## src/rtl/lz4_pkg.sv

```systemverilog
// Shared types and constants for the LZ4 sequence parser.
package lz4_pkg;

  localparam int LEN_W = 16;
  localparam int LZ4_MINMATCH = 4;
  localparam logic [7:0] LZ4_EXT_BYTE = 8'hFF;
  localparam logic [3:0] NIB_EXT = 4'hF;

  typedef enum logic [3:0] {
    ST_IDLE,
    ST_TOKEN,
    ST_LITEXT,
    ST_LIT,
    ST_OFFSET,
    ST_MATEXT,
    ST_CMD,
    ST_DONE,
    ST_ERR
  } lz4_state_e;

endpackage

```

## src/rtl/lz4_seq_parser_if.sv

```systemverilog
// Parser-facing bundle: block control, shifter window, literal and match streams.
// lit_* and mat_* use valid/ready: a word moves on a cycle with valid && ready, and
// while valid is high without ready every payload field is held unchanged.
interface lz4_seq_parser_if;
  import lz4_pkg::*;

  logic             blk_start;
  logic [LEN_W-1:0] blk_size;
  logic [55:0]      win_data;
  logic [3:0]       win_remind;
  logic             shift_valid;
  logic [2:0]       in_shift;
  logic [31:0]      lit_data;
  logic [2:0]       lit_cnt;
  logic             lit_valid;
  logic             lit_ready;
  logic [LEN_W-1:0] mat_offset;
  logic [LEN_W-1:0] mat_len;
  logic             mat_valid;
  logic             mat_ready;
  logic             blk_done;
  logic             err;
  lz4_state_e       dbg_state;

  modport master (
    input  blk_start, blk_size, win_data, win_remind, lit_ready, mat_ready,
    output shift_valid, in_shift, lit_data, lit_cnt, lit_valid,
           mat_offset, mat_len, mat_valid, blk_done, err, dbg_state
  );

  modport slave (
    output blk_start, blk_size, win_data, win_remind, lit_ready, mat_ready,
    input  shift_valid, in_shift, lit_data, lit_cnt, lit_valid,
           mat_offset, mat_len, mat_valid, blk_done, err, dbg_state
  );
endinterface

```

## src/rtl/lz4_len_accum.sv

```systemverilog
// Length accumulator: loads a token-derived base, adds extension bytes, counts down.
// ovf flags that adding the current extension byte would carry out of LEN_W.
module lz4_len_accum
  import lz4_pkg::*;
(
  input  logic             clk,
  input  logic             rstN,
  input  logic             load,
  input  logic [LEN_W-1:0] load_val,
  input  logic             add,
  input  logic [7:0]       add_byte,
  input  logic             sub,
  input  logic [LEN_W-1:0] sub_val,
  output logic [LEN_W-1:0] acc,
  output logic             ovf
);
  logic [LEN_W:0] sum_ext;

  assign sum_ext = {1'b0, acc} + {{(LEN_W-7){1'b0}}, add_byte};
  assign ovf     = sum_ext[LEN_W];

  always_ff @(posedge clk or negedge rstN) begin
    if (!rstN)     acc <= '0;
    else if (load) acc <= load_val;
    else if (add)  acc <= sum_ext[LEN_W-1:0];
    else if (sub)  acc <= acc - sub_val;
  end
endmodule

```

## src/rtl/lz4_seq_parser.sv

```systemverilog
// LZ4 sequence parser: walks token/extension/literal/offset fields from the shifter
// window, returns a per-cycle consume count and emits literal words and match commands.
module lz4_seq_parser
  import lz4_pkg::*;
(
  input logic              clk,
  input logic              rstN,
  lz4_seq_parser_if.master bus
);
  lz4_state_e       state;
  logic [LEN_W-1:0] blk_size_q, consumed, offset_q;
  logic [LEN_W-1:0] remaining, rem_after1, rem_after_k;
  logic [LEN_W-1:0] lit_acc, mat_acc;
  logic [3:0]       mnib, k4;
  logic [7:0]       byte0, byte1;
  logic [2:0]       k_now, k_eff, lit_k_q, shift_n;
  logic             lit_hold, lit_ovf, mat_ovf, lit_too_long, lit_xfer, done_q;

  assign byte0        = bus.win_data[55:48];
  assign byte1        = bus.win_data[47:40];
  assign remaining    = blk_size_q - consumed;
  assign rem_after1   = remaining - LEN_W'(1);
  assign rem_after_k  = remaining - LEN_W'(k_eff);
  assign lit_too_long = lit_acc > remaining;

  always_comb begin
    k4 = (lit_acc >= LEN_W'(4)) ? 4'd4 : lit_acc[3:0];
    if (bus.win_remind < k4) k4 = bus.win_remind;
  end
  assign k_now = k4[2:0];
  // Once a word is offered, its size is frozen until it transfers, even if the window grows.
  assign k_eff = lit_hold ? lit_k_q : k_now;

  assign bus.lit_valid = (state == ST_LIT) && !lit_too_long && (k_eff != 3'd0);
  assign bus.lit_cnt   = bus.lit_valid ? k_eff : 3'd0;
  assign lit_xfer      = bus.lit_valid && bus.lit_ready;

  always_comb begin
    case (bus.lit_cnt)
      3'd1:    bus.lit_data = {bus.win_data[55:48], 24'h0};
      3'd2:    bus.lit_data = {bus.win_data[55:40], 16'h0};
      3'd3:    bus.lit_data = {bus.win_data[55:32], 8'h0};
      3'd4:    bus.lit_data = bus.win_data[55:24];
      default: bus.lit_data = 32'h0;
    endcase
  end

  // Single-byte fields never reach past blk_size; the offset needs two in-block bytes.
  always_comb begin
    shift_n = 3'd0;
    case (state)
      ST_TOKEN, ST_LITEXT, ST_MATEXT:
        if (remaining != '0 && bus.win_remind >= 4'd1) shift_n = 3'd1;
      ST_OFFSET:
        if (remaining >= LEN_W'(2) && bus.win_remind >= 4'd2) shift_n = 3'd2;
      ST_LIT:
        if (lit_xfer) shift_n = k_eff;
      default: shift_n = 3'd0;
    endcase
  end
  assign bus.shift_valid = shift_n != 3'd0;
  assign bus.in_shift    = shift_n;

  assign bus.mat_valid  = state == ST_CMD;
  assign bus.mat_len    = mat_acc;
  assign bus.mat_offset = offset_q;
  assign bus.blk_done   = done_q;
  assign bus.err        = state == ST_ERR;
  assign bus.dbg_state  = state;

  lz4_len_accum u_lit_len (
    .clk(clk), .rstN(rstN),
    .load(state == ST_TOKEN && bus.shift_valid), .load_val(LEN_W'(byte0[7:4])),
    .add(state == ST_LITEXT && bus.shift_valid), .add_byte(byte0),
    .sub(lit_xfer), .sub_val(LEN_W'(k_eff)),
    .acc(lit_acc), .ovf(lit_ovf)
  );

  lz4_len_accum u_mat_len (
    .clk(clk), .rstN(rstN),
    .load(state == ST_TOKEN && bus.shift_valid),
    .load_val(LEN_W'(byte0[3:0]) + LEN_W'(LZ4_MINMATCH)),
    .add(state == ST_MATEXT && bus.shift_valid), .add_byte(byte0),
    .sub(1'b0), .sub_val('0),
    .acc(mat_acc), .ovf(mat_ovf)
  );

  // End of the literal run: block end means done, otherwise a match must follow.
  function automatic lz4_state_e post_lit(input logic [LEN_W-1:0] left);
    return (left == '0) ? ST_DONE : ST_OFFSET;
  endfunction

  always_ff @(posedge clk or negedge rstN) begin
    if (!rstN) begin
      state      <= ST_IDLE;
      blk_size_q <= '0;
      consumed   <= '0;
      offset_q   <= '0;
      mnib       <= 4'h0;
      lit_hold   <= 1'b0;
      lit_k_q    <= 3'd0;
      done_q     <= 1'b0;
    end else begin
      done_q   <= 1'b0;
      lit_hold <= bus.lit_valid && !bus.lit_ready;
      lit_k_q  <= k_eff;
      if (bus.shift_valid) consumed <= consumed + LEN_W'(shift_n);
      case (state)
        ST_IDLE, ST_DONE, ST_ERR:
          if (bus.blk_start) begin
            blk_size_q <= bus.blk_size;
            consumed   <= '0;
            state      <= ST_TOKEN;
          end
        ST_TOKEN:
          if (remaining == '0) state <= ST_ERR;
          else if (bus.shift_valid) begin
            mnib <= byte0[3:0];
            if (byte0[7:4] == NIB_EXT) state <= ST_LITEXT;
            else if (byte0[7:4] != 4'h0) state <= ST_LIT;
            else begin
              state  <= post_lit(rem_after1);
              done_q <= rem_after1 == '0;
            end
          end
        ST_LITEXT:
          if (remaining == '0 || (bus.shift_valid && lit_ovf)) state <= ST_ERR;
          else if (bus.shift_valid && byte0 != LZ4_EXT_BYTE) state <= ST_LIT;
        ST_LIT:
          if (lit_too_long) state <= ST_ERR;
          else if (lit_xfer && lit_acc == LEN_W'(k_eff)) begin
            state  <= post_lit(rem_after_k);
            done_q <= rem_after_k == '0;
          end
        ST_OFFSET:
          if (remaining < LEN_W'(2)) state <= ST_ERR;
          else if (bus.shift_valid) begin
            offset_q <= {byte1, byte0};
            if ({byte1, byte0} == 16'h0) state <= ST_ERR;
            else if (mnib == NIB_EXT) state <= ST_MATEXT;
            else state <= ST_CMD;
          end
        ST_MATEXT:
          if (remaining == '0 || (bus.shift_valid && mat_ovf)) state <= ST_ERR;
          else if (bus.shift_valid && byte0 != LZ4_EXT_BYTE) state <= ST_CMD;
        ST_CMD:
          if (bus.mat_ready) state <= (remaining == '0) ? ST_ERR : ST_TOKEN;
        default: state <= ST_IDLE;
      endcase
    end
  end
endmodule
```

## src/flat_wrapper.sv

```systemverilog
// flat-port wrapper written by rule: the top's interface ports become plain ports
module lz4_seq_parser_flat import lz4_pkg::*;
  (clk, rstN, bus_blk_start, bus_blk_size, bus_win_data, bus_win_remind, bus_lit_ready, bus_mat_ready, bus_shift_valid, bus_in_shift, bus_lit_data, bus_lit_cnt, bus_lit_valid, bus_mat_offset, bus_mat_len, bus_mat_valid, bus_blk_done, bus_err, bus_dbg_state);
  lz4_seq_parser_if bus_i ();
  input logic clk;
  input logic rstN;
  input wire logic [$bits(bus_i.blk_start)-1:0] bus_blk_start;
  input wire logic [$bits(bus_i.blk_size)-1:0] bus_blk_size;
  input wire logic [$bits(bus_i.win_data)-1:0] bus_win_data;
  input wire logic [$bits(bus_i.win_remind)-1:0] bus_win_remind;
  input wire logic [$bits(bus_i.lit_ready)-1:0] bus_lit_ready;
  input wire logic [$bits(bus_i.mat_ready)-1:0] bus_mat_ready;
  output wire logic [$bits(bus_i.shift_valid)-1:0] bus_shift_valid;
  output wire logic [$bits(bus_i.in_shift)-1:0] bus_in_shift;
  output wire logic [$bits(bus_i.lit_data)-1:0] bus_lit_data;
  output wire logic [$bits(bus_i.lit_cnt)-1:0] bus_lit_cnt;
  output wire logic [$bits(bus_i.lit_valid)-1:0] bus_lit_valid;
  output wire logic [$bits(bus_i.mat_offset)-1:0] bus_mat_offset;
  output wire logic [$bits(bus_i.mat_len)-1:0] bus_mat_len;
  output wire logic [$bits(bus_i.mat_valid)-1:0] bus_mat_valid;
  output wire logic [$bits(bus_i.blk_done)-1:0] bus_blk_done;
  output wire logic [$bits(bus_i.err)-1:0] bus_err;
  output wire logic [$bits(bus_i.dbg_state)-1:0] bus_dbg_state;
  assign bus_i.blk_start = bus_blk_start;
  assign bus_i.blk_size = bus_blk_size;
  assign bus_i.win_data = bus_win_data;
  assign bus_i.win_remind = bus_win_remind;
  assign bus_i.lit_ready = bus_lit_ready;
  assign bus_i.mat_ready = bus_mat_ready;
  assign bus_shift_valid = bus_i.shift_valid;
  assign bus_in_shift = bus_i.in_shift;
  assign bus_lit_data = bus_i.lit_data;
  assign bus_lit_cnt = bus_i.lit_cnt;
  assign bus_lit_valid = bus_i.lit_valid;
  assign bus_mat_offset = bus_i.mat_offset;
  assign bus_mat_len = bus_i.mat_len;
  assign bus_mat_valid = bus_i.mat_valid;
  assign bus_blk_done = bus_i.blk_done;
  assign bus_err = bus_i.err;
  assign bus_dbg_state = bus_i.dbg_state;
  lz4_seq_parser u_core (.clk(clk), .rstN(rstN), .bus(bus_i));
endmodule
```

## config.mk

```make
export PLATFORM = sky130hd
export DESIGN_NAME = lz4_seq_parser_flat
export DESIGN_NICKNAME = d
export VERILOG_FILES = /design/src/rtl/lz4_pkg.sv /design/src/rtl/lz4_seq_parser_if.sv /design/src/rtl/lz4_len_accum.sv /design/src/rtl/lz4_seq_parser.sv /design/src/flat_wrapper.sv
export SDC_FILE = /design/constraint.sdc
export NUM_CORES = 1
export LEC_CHECK = 0
export BUFFER_PORTS_ARGS = -buffer_cell sky130_fd_sc_hd__buf_2
export CORE_UTILIZATION = 51
export CTS_CLUSTER_DIAMETER = 100
export DETAILED_ROUTE_END_ITERATION = 16
export HOLD_SLACK_MARGIN = 0.1
export PLACE_DENSITY = 0.74
export SYNTH_ARGS = -nofsm -noshare
export SYNTH_HDL_FRONTEND = slang
export SYNTH_SLANG_ARGS = --single-unit
```

## constraint.sdc

```tcl
create_clock -name clk -period 5 [get_ports clk]
set_input_delay 1 -clock clk [delete_from_list [all_inputs] [get_ports clk]]
set_output_delay 1 -clock clk [all_outputs]
set_load 0.03 [all_outputs]
```

* Word level (Yosys, flattened, before mapping)
Index checks and enable logic that the tools add are counted.
** Storage, ports and cells
- ROM bits :: 0
- Memories kept :: 0
- Bits in writable memories :: 0
- Register bits after elaboration :: 93
- Latch bits :: 0
- Bits of input ports :: 81
** Cells by class
- Magnitude comparators :: 7
- Div/mod/pow operators :: 0
- Multiplexer cells :: 44
- Shift operators :: 0
- Add/subtract/negate cells :: 8
- Reductions and logical operators :: 34
- Bitwise operators :: 2
- Multipliers :: 0
- Eq/ne operators :: 23
** Operators with widths (count)
- 16-bit two-way mux :: 8
- 32-bit one-hot mux with 4 select lines :: 1
- 4-bit two-way mux :: 17
- 16-bit zero test :: 4
- 16-bit by 8-bit adder with 17-bit output :: 2
- 16-bit by 3-bit subtractor with 16-bit output :: 2
- 4-bit one-hot mux with 7 select lines :: 1
- 16-bit by 3-bit adder with 16-bit output :: 1
- 16-bit by 3-bit equality test with 1-bit output :: 1
- 4-bit by 3-bit equality test with 1-bit output (second input constant) :: 4
- 16-bit by 2-bit >= comparator with 1-bit output (second input constant) :: 1
- 16-bit by 3-bit >= comparator with 1-bit output (second input constant) :: 1
- 16-bit > comparator :: 1
- 16-bit by 2-bit less-than comparator with 1-bit output (second input constant) :: 1
- 16-bit nonzero test :: 1
- 16-bit by 1-bit subtractor with 16-bit output (second input constant) :: 1
- 16-bit subtractor :: 1
- 1-bit logical AND :: 13
- 4-bit equality test (second input constant) :: 3
- 3-bit two-way mux :: 4
- 3-bit one-hot mux with 3 select lines :: 1
- 3-bit nonzero test :: 3
- 4-bit by 2-bit equality test with 1-bit output (second input constant) :: 2
- 2-bit two-way mux :: 4
- other kinds (25) :: 40

* Depth between registers and ports, before layout
- Word-level depth :: 15
- Mapped depth :: 26
- Mapped depth without buffers :: 25

* Modules after synthesis
A second synthesis with hierarchy kept.
** Unflattened totals
- Cells, all modules :: 1196
- Area total of the unflattened synthesis :: 9815.7 um2
** By module, submodules not included
- lz4_seq_parser :: area an instance 5236.3 um2, cells each 612, instances 1
- lz4_len_accum (u_core.u_lit_len) :: area an instance 2294.7 um2, cells each 283, instances 1
- lz4_len_accum (u_core.u_mat_len) :: area an instance 2284.7 um2, cells each 301, instances 1

* Least setup slack after synthesis
Ideal clock, no wire load.
- Kind :: register to register
- Start point :: reg u_core.consumed[4]
- End point :: reg u_core.consumed[9]
- Data arrival time :: 5734 ps
- Clock period less this slack :: 5812 ps
- Path buffers :: 1
- Cell stages (with the launch flop) :: 27
- Setup slack :: -812 ps
- Cell sequence :: dfrtp_1 > inv_1 > ha_1 > buf_2 > o211a_1 > a21bo_2 > a21oi_1 > a21oi_1 > o21ai_0 > inv_1 > ha_1 > nand4_1 > nor2_1 > nand2_1 > or4_1 > mux2i_1 > a21oi_1 > nor2b_1 > nand2_1 > o21ai_0 > ha_1 > a21o_1 > a21oi_1 > nor2_1 > o2111ai_1 > or3_1 > a21oi_1
** On the way
- Cells in the longest elaborated chain, start to end :: 12
- Elaborated cells between the ends (all ways) :: 19
- Classes of those cells :: add/sub (2); order compare (2); mux (7); reduce/logical (8)
** Ends and longest elaborated chain
- start: declaration :: RTL line lz4_seq_parser.sv:11 : logic [LEN_W-1:0] blk_size_q, consumed, offset_q;
- start signal: assignment :: RTL line lz4_seq_parser.sv:107 : if (bus.shift_valid) consumed <= consumed + LEN_W'(shift_n);
- 16-bit subtractor * :: RTL line lz4_seq_parser.sv:21 : assign remaining = blk_size_q - consumed;
- 16-bit > comparator :: RTL line lz4_seq_parser.sv:24 : assign lit_too_long = lit_acc > remaining;
- 1-bit zero test :: RTL line lz4_seq_parser.sv:34 : assign bus.lit_valid = (state == ST_LIT) && !lit_too_long && (k_eff != 3'd0);
- 1-bit logical AND (2 in a row) :: RTL line lz4_seq_parser.sv:34
- 1-bit logical AND :: RTL line lz4_seq_parser.sv:36 : assign lit_xfer = bus.lit_valid && bus.lit_ready;
- 3-bit two-way mux :: RTL line lz4_seq_parser.sv:57 : if (lit_xfer) shift_n = k_eff;
- 3-bit one-hot mux with 3 select lines * :: RTL line lz4_seq_parser.sv:51 : case (state)
- net bus_in_shift[1] :: RTL line flat_wrapper.sv:14 : output wire logic [$bits(bus_i.in_shift)-1:0] bus_in_shift;
- 16-bit by 3-bit adder with 16-bit output / 3-bit nonzero test (equally long branches) :: RTL line lz4_seq_parser.sv:107, lz4_seq_parser.sv:61
- 16-bit two-way mux * :: RTL line lz4_seq_parser.sv:107
- 16-bit two-way mux :: RTL line lz4_seq_parser.sv:110 : if (bus.blk_start) begin
- 16-bit two-way mux * :: RTL line lz4_seq_parser.sv:108 : case (state)
The timed path passes the listed nets; every way through them passes the cells marked *.
A chain may end at the register's enable or synchronous reset.

* Worst setup path after layout
- Start point :: reg u_core.blk_size_q[0]
- End point :: out bus_lit_data[2]
** On the way
- Cells in the longest elaborated chain, start to end :: 8
- Elaborated cells between the ends (all ways) :: 11
- Classes of those cells :: add/sub (1); order compare (1); eq/ne (4); mux (2); reduce/logical (3)
** Ends and longest elaborated chain
- start: declaration :: RTL line lz4_seq_parser.sv:11
- start signal: assignment :: RTL line lz4_seq_parser.sv:111 : blk_size_q <= bus.blk_size;
- 16-bit subtractor * :: RTL line lz4_seq_parser.sv:21
- 16-bit > comparator * :: RTL line lz4_seq_parser.sv:24
- 1-bit zero test * :: RTL line lz4_seq_parser.sv:34
- 1-bit logical AND * (2 in a row) :: RTL line lz4_seq_parser.sv:34
- 3-bit two-way mux * :: RTL line lz4_seq_parser.sv:35 : assign bus.lit_cnt = bus.lit_valid ? k_eff : 3'd0;
- 3-bit equality test, or another cell as far along :: RTL line lz4_seq_parser.sv:39 : case (bus.lit_cnt)
- 32-bit one-hot mux with 4 select lines * :: RTL line lz4_seq_parser.sv:39
- end: declaration :: RTL line flat_wrapper.sv:15 : output wire logic [$bits(bus_i.lit_data)-1:0] bus_lit_data;
Mark *: on every way between the ends. The rest lies on a longest branch, timed or not.

==> impl_results.md <==
* Run status: finished with violations
* Violations in the final reports: negative setup slack
* Crit path launch: u_core.blk_size_q[0]
* Kind of start point of the critical path: flop
* Worst Reg-to-Reg Cells at 28
* Synth unique cells at 91
* Cts bufs inserted at 9
* Crit path capture: bus_lit_data[2]
* Number of slew-limit violations in the final report at 0
* Total DRC errors in the routed layout at 0
* Effective utilization at floorplan at 0.528
* Die boundary height at 128 um
* Met3 layer wire length in the routed design at 2070 um
* Detailed Routing Iterations Pass 1 at 5
* Setup crit end kind: primary output
* Pin slew with the least headroom to its limit at 1.09 ns
* Sum of routed wire segments on met1 at 10800 um
* Portion of the post-synthesis area used by sequential elements at 0.287
* Fmax at 181 MHz
* Final setup skew at 0.0100 ns
* Overflow after GRT at 0
* Clock transition time at the flip-flop clock pins of the worst setup and hold paths at 0.08 ns
* Starting DRT DRC Count at 741
* Die Area at 0.0164 sq mm
* Post-synthesis cell area at 0.00812 sq mm
* Non-Filler Cell Area, Final at 0.0109 sq mm
* Floorplan core area at 0.0154 sq mm
* Commonest register cell after synthesis: dfrtp_1
* Type of the worst min-delay path: reg2reg
* Maximum root-to-sink buffer count at 2
* Arrival time at the worst endpoint at 4.53 ns
* Via count of the first global-routing pass at 7955
* ANT cells at 0
* Largest net degree at the start of global routing at 58
* Antenna violations before repair at 0
* Static leakage at 5.12 nW
* Final ANT Viol Nets at 0
* Final-report setup violation count at 53
* FILL cells at 1202
* Site Rows at 45
* Slew margin rel. at 0.273
* Share of flip-flops with an asynchronous set or reset after synthesis at 1.00
* Placement-stage cell area at 0.00983 sq mm
* Core occupancy in the finished layout at 0.711
* Wire length reported by the detailed router at 25500 um
* Clock Root Buffer: clkbuf_16
* Via count at 8555
* Global-route wire length before repair at 39600 um
* Count of nets after finishing at 1360
* Type of the worst setup path: reg2out
* Fraction of final layout cells with drive strength greater than 1 at 0.334
* Setup slack on the worst flop-to-flop path at -0.35 ns
* Cell taking the most area after synthesis: dfrtp_1
* Worst VDD drop at 0.000374 V
* Count of maximum capacitance violations at 0
* Worst reg2reg endpoint: u_core.consumed[9]
* Post-Syn Nets at 1123
* Count of flip-flops with a built-in enable after synthesis at 0
* Top Layer Used: met4
* Clock tree from TritonCTS: yes
* Share of the clock period used by the worst path after layout at 1.11
* Data required time at the worst endpoint at 4.00 ns
* Worst slack, placed at -0.327 ns
* Clk sink count at 93
* Number of instances in the synthesized netlist at 979
* Share of Yosys cell area claimed by the top area cell type at 0.287
* Setup repair after global routing missed its margin: yes
* Power Dens Cells at 774 mW/mm^2
* Routed wirelength normalized by instance count at 17.8 um
* CP max FO at 7
* Vias per cell at 5.97
* Placer's final routability congestion estimate at 0.949
* Detail Placement HPWL at 18200 um
* Hold Path Stages at 2
* Number of buffers inserted for hold repair after clock tree synthesis at 0
* Met2 Routed Length at 12000 um
* Layout overhead on the synthesized area at 34.6%
* Flip-flop and latch count after synthesis at 93
* Count of final hold-check violations at 0
* I/O pin total at 160
* Gr usage total at 0.306
* Clock insertion delay at the later pin of the skew report at 0.36 ns
* Worst path setup slack after routing at -0.533 ns
* Count of input and output buffers at 135
* Number of warnings printed during yosys synthesis at 0
* Biggest area contributors in the synthesized netlist: dfrtp_1, ha_1, nand2_1, inv_1, o21ai_0
* Startpoint of the worst register-to-register path: u_core.blk_size_q[0]
* Number of levels the H-tree was split into at 3
* Width of the die at 128 um
* Average cell area after synthesis at 8.29 sq um
* Clock period minus worst slack at 5.53 ns
-- what timing repair did --
| action | CTS | global route |
|---|---|---|
| pin swaps | 13 | 26 |
| gates cloned | 1 | 0 |
| setup buffers | 14 | 11 |
| resized for setup | 102 | 64 |
| setup endpoints to repair | 52 | 85 |
-- cells in the mapped netlist, types with 18 or more instances --
cell type    n
nand2_1    122
dfrtp_1     93
inv_1       67
nor2_1      62
ha_1        59
o21ai_0     48
a21oi_1     47
nor3_1      33
and2_1      30
nand3_1     30
xnor2_1     22
clkbuf_1    20
mux2i_1     18
-- cell usage in the layout (no fill, tap or decap), drive strengths merged, types with 30 or more instances in the layout --
master | synthesis | routed
a21oi | 49 | 49
and2 | 30 | 30
buf | 16 | 260
dfrtp | 93 | 93
ha | 59 | 59
inv | 68 | 70
nand2 | 122 | 122
nand3 | 30 | 30
nor2 | 64 | 65
nor3 | 34 | 34
o21ai | 55 | 55
-- per-stage QoR --
step / instances / hold slack, ns / power, mW / setup TNS (ns)
6_report: 1432 / 0.483 / 8.46 / -20.86
2_1_floorplan: 979 / 0.450 / 5.16 / 0
4_1_cts: 1422 / 0.492 / 8.06 / -10.73
5_1_grt: 1432 / 0.515 / 9.05 / -28.65
3_3_place_gp: 1393 / 0.457 / 6.78 / -2.93
3_5_place_dp: 1393 / 0.474 / 6.91 / -7.79
-- layout make-up --
cell class	count	area, sq um	area share
Multi-Input combinational cell	783	5870	0.537
Clock buffer	11	253	0.0231
Sequential cell	93	2330	0.213
Tap cell	211	264	0.0242
Clock inverter	5	63.8	0.00584
Inverter	68	255	0.0234
Timing Repair Buffer	261	1890	0.173
-- worst min path at each step --
stage,from,endpoint,slack (ns)
finish,u_core.bus.mat_offset[2],u_core.bus.mat_offset[2],0.48
global route,u_core.bus.mat_offset[10],u_core.bus.mat_offset[10],0.52
CTS,u_core.bus.mat_offset[2],u_core.bus.mat_offset[2],0.49
detailed placement,u_core.blk_size_q[4],u_core.blk_size_q[4],0.47
global placement,u_core.bus.mat_offset[6],u_core.bus.mat_offset[6],0.46
floorplan,u_core.blk_size_q[10],u_core.blk_size_q[10],0.45
-- cells by family after synthesis --
group,count (synthesis),share of synthesized area
simple gates,387,0.244
compound gates,259,0.229
buf+inv,104,0.0522
flops,93,0.287
fa+ha+maj,64,0.102
mux,38,0.0499
xor+xnor,33,0.0356
other cells,1,0.000462
-- routing by layer --
metal	vias to the layer above	global-route usage
met5	-	0
met1	4063	0.414
li1	4063	-
met3	49	0.0593
met2	380	0.494
met4	0	0.0907
-- state kept, by name, summed over array words and instances (netlist names) --
| signal | flops |
|---|---|
| u_core.consumed | 16 |
| u_core.lit_k_q | 3 |
| u_core.lit_hold | 1 |
| u_core.mnib | 4 |
| u_core.blk_size_q | 16 |
| u_core.bus.blk_done | 1 |
| u_core.bus.dbg_state | 4 |
| u_core.bus.mat_offset | 16 |
| u_core.u_lit_len.acc | 16 |
| u_core.u_mat_len.acc | 16 |
-- worst max-delay path, cell delays in order, from the launching register on --
cell and delay (ns):
dfrtp_1 0.37, inv_2 0.07, ha_4 0.13, inv_2 0.03, fa_2 0.36, a211o_1 0.34, a21boi_4 0.21, nor3_1 0.08
o211ai_1 0.32, ha_1 0.30, nand4_1 0.15, nor2_2 0.08, buf_4 0.14, a311o_1 0.36, a21oi_2 0.14, o21a_1 0.16
a21oi_2 0.07, nand2b_4 0.22, buf_12 0.16, nor2_4 0.12, and3_4 0.20, buf_6 0.13
-- power by group --
part	leakage, nW	switching (mW)	internal, mW	total [mW]
Clock	0.158	0.332	0.421	0.753
Sequential	1.19	0.290	1.04	1.33
Combinational	3.77	3.61	2.76	6.38
Total	5.12	4.24	4.22	8.46
Note: power is estimated with default switching activity, not from simulation.
